### config.mk
export PLATFORM = sky130hd
export DESIGN_NAME = fifo_sync
export DESIGN_NICKNAME = d
export VERILOG_FILES = /design/src/rtl/fifo_sync.sv
export SDC_FILE = /design/constraint.sdc
export NUM_CORES = 1
export LEC_CHECK = 0
export ABC_AREA = 1
export BUFFER_PORTS_ARGS = -buffer_cell sky130_fd_sc_hd__buf_2
export CAP_MARGIN = 30
export CORE_UTILIZATION = 30
export DETAILED_ROUTE_END_ITERATION = 8
export GPL_TIMING_DRIVEN = 0
export HOLD_SLACK_MARGIN = 0.1
export PLACE_DENSITY_LB_ADDON = 0.2
export SLEW_MARGIN = 0
export SYNTH_ARGS = -nofsm -noshare
export SYNTH_HDL_FRONTEND = slang
export SYNTH_SLANG_ARGS = --single-unit
### constraint.sdc
create_clock -name clk -period 2.76 [get_ports clk]
set_input_delay 0.276 -clock clk [delete_from_list [all_inputs] [get_ports clk]]
set_output_delay 0.276 -clock clk [all_outputs]
set_load 0.03 [all_outputs]
### src/rtl/fifo_sync.sv
// Single-clock FIFO with registered read port, exact occupancy count,
// programmable almost-full/almost-empty thresholds and sticky error flags.
module fifo_sync #(
  parameter int WIDTH      = 8,
  parameter int DEPTH_LOG2 = 4,
  parameter int AF_LEVEL   = 12,
  parameter int AE_LEVEL   = 2
) (
  input  logic                  clk,
  input  logic                  rst_n,
  input  logic                  write,
  input  logic [WIDTH-1:0]      dataWrite,
  input  logic                  read,
  output logic [WIDTH-1:0]      dataRead,
  output logic                  dataReadReady,
  output logic                  full,
  output logic                  empty,
  output logic                  almostFull,
  output logic                  almostEmpty,
  output logic [DEPTH_LOG2:0]   count,
  output logic                  overflow,
  output logic                  underflow,
  input  logic                  clearErrors
);

  localparam int DEPTH = 2 ** DEPTH_LOG2;
  localparam logic [DEPTH_LOG2:0]   DEPTH_C = (DEPTH_LOG2 + 1)'(DEPTH);
  localparam logic [DEPTH_LOG2:0]   AF_C    = (DEPTH_LOG2 + 1)'(AF_LEVEL);
  localparam logic [DEPTH_LOG2:0]   AE_C    = (DEPTH_LOG2 + 1)'(AE_LEVEL);
  localparam logic [DEPTH_LOG2:0]   CNT_ONE = (DEPTH_LOG2 + 1)'(1);
  localparam logic [DEPTH_LOG2-1:0] PTR_ONE = DEPTH_LOG2'(1);

  logic [WIDTH-1:0]      mem_q [DEPTH];
  logic [DEPTH_LOG2-1:0] ptr_wr_q, ptr_wr_d;
  logic [DEPTH_LOG2-1:0] ptr_rd_q, ptr_rd_d;
  logic [DEPTH_LOG2:0]   count_q, count_d;
  logic [WIDTH-1:0]      data_rd_q, data_rd_d;
  logic                  rd_rdy_q, rd_rdy_d;
  logic                  ovf_q, ovf_d;
  logic                  udf_q, udf_d;
  logic                  wr_ok, rd_ok;

  // A read at full frees a slot in the same cycle, so the write is still taken.
  assign wr_ok = write && (!full || read);
  assign rd_ok = read && !empty;

  always_comb begin
    ptr_wr_d  = ptr_wr_q;
    ptr_rd_d  = ptr_rd_q;
    count_d   = count_q;
    data_rd_d = data_rd_q;
    rd_rdy_d  = rd_ok;
    if (wr_ok) ptr_wr_d = ptr_wr_q + PTR_ONE;
    if (rd_ok) begin
      ptr_rd_d  = ptr_rd_q + PTR_ONE;
      data_rd_d = mem_q[ptr_rd_q];
    end
    if (wr_ok && !rd_ok)      count_d = count_q + CNT_ONE;
    else if (!wr_ok && rd_ok) count_d = count_q - CNT_ONE;
    // A rejection in the same cycle as clearErrors leaves the flag set.
    ovf_d = (ovf_q && !clearErrors) || (write && !wr_ok);
    udf_d = (udf_q && !clearErrors) || (read && !rd_ok);
  end

  always_ff @(posedge clk or negedge rst_n) begin
    if (!rst_n) begin
      ptr_wr_q  <= '0;
      ptr_rd_q  <= '0;
      count_q   <= '0;
      data_rd_q <= '0;
      rd_rdy_q  <= 1'b0;
      ovf_q     <= 1'b0;
      udf_q     <= 1'b0;
    end else begin
      ptr_wr_q  <= ptr_wr_d;
      ptr_rd_q  <= ptr_rd_d;
      count_q   <= count_d;
      data_rd_q <= data_rd_d;
      rd_rdy_q  <= rd_rdy_d;
      ovf_q     <= ovf_d;
      udf_q     <= udf_d;
    end
  end

  // Storage is deliberately unreset; stale contents are never observable.
  always_ff @(posedge clk) begin
    if (wr_ok) mem_q[ptr_wr_q] <= dataWrite;
  end

  assign dataRead      = data_rd_q;
  assign dataReadReady = rd_rdy_q;
  assign count         = count_q;
  assign overflow      = ovf_q;
  assign underflow     = udf_q;
  assign full          = (count_q == DEPTH_C);
  assign empty         = (count_q == '0);
  assign almostFull    = (count_q >= AF_C);
  assign almostEmpty   = (count_q <= AE_C);

endmodule
==> flow_summary.ini <==
[cells_and_area]
n_fill_cell = 2158
n_antenna_cell = 0
drive_gt1_share_pct = 13.0
final_cells = 1018
synthToLayoutAreaGrowth_pct = 16.7
nets = 748

[die]
coreArea_um2 = 22000
start_util_pct = 30.7
num_rows = 54
fp.dieH_um = 152
die_width_um = 152
dieArea_um2 = 23100
io_pins = 33

[global_routing]
grt_pass1_wl_mm = 27.8
grt_max_degree = 25
antenna_found_initial = 0
grt_pass1_vias = 4787
grt_use_total_pct = 16.6
grt_overflow_total = 0

[yosys]
syn-num-nets = 691
syn_inst = 668
synth-compound-area-share_pct = 1.20
yosys_warnings = 0
ys_seq_area_share_pct = 65.8
synth-seq-cells = 152
netlist_area_um2 = 6750
avgSynthCellArea_um2 = 10.1
synth_top_family_by_area = simple AND/OR/NAND/NOR gates
yosys.area_share.simple_pct = 21.1
synth_cell_types = 25
synth_xor_area_share_pct = 1.17
synthAdderAreaFrac_pct = 1.96
synth.area.mux_share_pct = 0

[place]
place_ws_ns = 0.125
port-buffer-count = 32
place_inst = 980
gp_congestion = 0.903
dp.final_hpwl_mm = 12.5

[flow_run]
drv_cap = 0

[worst_hold_path]
hold_start = read
min_to = underflow
hold_class = primary input to register
worstHoldPathCells = 3

[power_and_ir_drop]
pwr-share-clk_pct = 26.0
pwr-share-seq_pct = 36.3
p_int_mw = 5.01
switching_power_mw = 3.36
powerDensity_nw_per_um2 = 1060
cellLeakagePower_nw = 3.48
peakVddDrop_uv = 535
p_comb_share_pct = 37.7
p_sw_share_pct = 40.2

[critical_path]
r2r_slack_ns = 0.22
reg2reg_from = count[1]
cp_common_cell = nand2_1
cp_slowest_stage_delay_ns = 0.47
critPathSlowestCell = dfrtp_2
cp_cell_sequence = nor2_2, nand3_1, nand2_1, clkbuf_4, ha_1, inv_1, fa_1, a21oi_1, nor2_1, nor2_1, xor2_1, nand2_1, nand2_1
critical_path.max_fanout = 10
cp.arrival_ns = 2.91
critPathKind = register to register
r2r_end = count[4]
cp_data_required_time_ns = 3.13
reg2reg_depth = 13
startpoint_type = register
endpoint_kind = register

[drt]
antenna_left = 0
drt_iter0_drc = 408
wirelength_mm = 17.9
vias_per_cell = 4.51
drt_pass1_iterations = 5
num_vias = 4588
drcViolationCount = 0
routedWlPerCell_um = 17.6

[sta]
fmax_ghz = 0.394
skew_ns = 0.00980
finalHoldViolations = 0
worst_pin_slew_ns = 0.921
timing.slew.headroom_pct = 38.4
min_period_ns = 2.54
setup_viol = 0
period_share_pct = 92.0
maxSlewViolCount = 0
setup_slack_ns = 0.220

[clocking]
cts_buffers = 17
clock_sinks = 152
htreeDepth = 4
tritoncts = done
cts_buffer_depth = 2
insertion_delay_ns = 0.43
clock-root-buffer = clkbuf_16
clk_pin_slew_ns = 0.06

[status]
status = finished, final reports clean
-- cell usage after synthesis --
| cell type | instances | area share (%) |
|---|---|---|
| nand2_1 | 218 | 12 |
| edfxtp_1 | 128 | 57 |
| inv_1 | 112 | 6.2 |
| nand3_1 | 99 | 7.3 |
| dfrtp_1 | 24 | 8.9 |
| nor2_1 | 22 | 1.2 |
| buf_2 | 14 | 1.0 |
| ha_1 | 9 | 1.7 |
| buf_4 | 8 | 0.89 |
| xor2_1 | 8 | 1.0 |
| o21ai_0 | 6 | 0.44 |
| clkbuf_1 | 4 | 0.22 |
| a21oi_1 | 3 | 0.22 |
| clkinv_1 | 2 | 0.11 |
| a21boi_0 | 1 | 0.11 |
| a21oi_4 | 1 | 0.24 |
| a31oi_1 | 1 | 0.093 |
| buf_6 | 1 | 0.17 |
| fa_1 | 1 | 0.30 |
| inv_2 | 1 | 0.056 |
| nand2_4 | 1 | 0.17 |
| nand4_1 | 1 | 0.093 |
| nor2_4 | 1 | 0.17 |
| o22ai_1 | 1 | 0.093 |
| xnor2_1 | 1 | 0.13 |
-- sequential cells by signal, summed over array words and instances (netlist names) --
signal         count
count              5
dataRead           8
dataReadReady      1
mem_q            128
overflow           1
ptr_rd_q           4
ptr_wr_q           4
underflow          1
-- through the flow --
stage	power, mW	area [um^2]	hold WS [ns]	util (%)	TNS (ns)
after global placement	6.18	7260	0.288	33.1	0
after floorplan	5.12	6750	-0.0196	-	0
after global routing	8.90	7880	0.221	35.9	-0.00289
after detailed placement	6.23	7260	0.303	33.1	0
after CTS	8.41	7840	0.187	35.7	0
final	8.37	7880	0.199	35.9	0
-- timing repair --
| action | 4_1_cts | 5_1_grt |
|---|---|---|
| hold buffers | 3 | 0 |
| setup buffers | 0 | 3 |
| setup endpoints to repair | 0 | 1 |
| gates resized for setup | 0 | 6 |
| endpoints found under the hold margin | 26 | 0 |
-- cell type report --
class	count	area, um^2	share of cell area (%)
clock buffers	17	425	5.40
repair buffers	38	213	2.70
inverters	115	432	5.48
plain buffers	27	159	2.02
multi-input cells	374	1720	21.9
clock inverters	15	128	1.62
well taps	280	350	4.45
flip-flops and latches	152	4450	56.5
-- power groups by stage --
stage / registers, mW / logic (mW) / clock network [mW]
after floorplan: 3.23 / 1.89 / 0
after global placement: 3.07 / 3.12 / 0
after detailed placement: 3.08 / 3.15 / 0
after CTS: 3.03 / 3.17 / 2.21
after global routing: 3.08 / 3.50 / 2.32
final: 3.04 / 3.16 / 2.18
-- routing by layer --
metal,track usage (%),routed length [um]
met3,3.68,816
met5,0,0
met2,26.3,8480
met1,22.1,8150
met4,6.95,496
-- cells by family after synthesis --
group	count (synthesis)
simple gates	342
flops	152
buf+inv	142
compound gates	13
fa+ha+maj	10
xor+xnor	9
-- critical path, delay by kind of cell (launching register included) --
| family | cells | cell delay [ns] |
|---|---|---|
| and+or+nand+nor | 7 | 0.73 |
| adders and majority gates | 2 | 0.62 |
| DFF | 1 | 0.47 |
| buffers and inverters | 2 | 0.31 |
| AOI/OAI and AO/OA | 1 | 0.20 |
| xor gates and xnor gates | 1 | 0.16 |
-- worst max path at each step --
stage	from	to	slack, ns	depth (start not counted)
after detailed placement	count[1]	count[4]	0.13	13
final	count[1]	count[4]	0.22	13
after global routing	count[3]	count[4]	-0.003	13
after CTS	count[3]	count[4]	0.1	13
after floorplan	count[1]	count[4]	0.33	13
after global placement	count[1]	count[4]	0.26	13
-- layout by cell type, fill, tap and decap left out, types with 6 or more instances in the layout --
cell type    n
buf_2       45
buf_4       11
clkbuf_16   17
dfrtp_1     21
edfxtp_1   128
ha_1         9
inv_1      112
nand2_1    218
nand3_1     99
nor2_1      20
o21ai_0      6
xor2_1       8
Power figures use the tool's default switching activity.
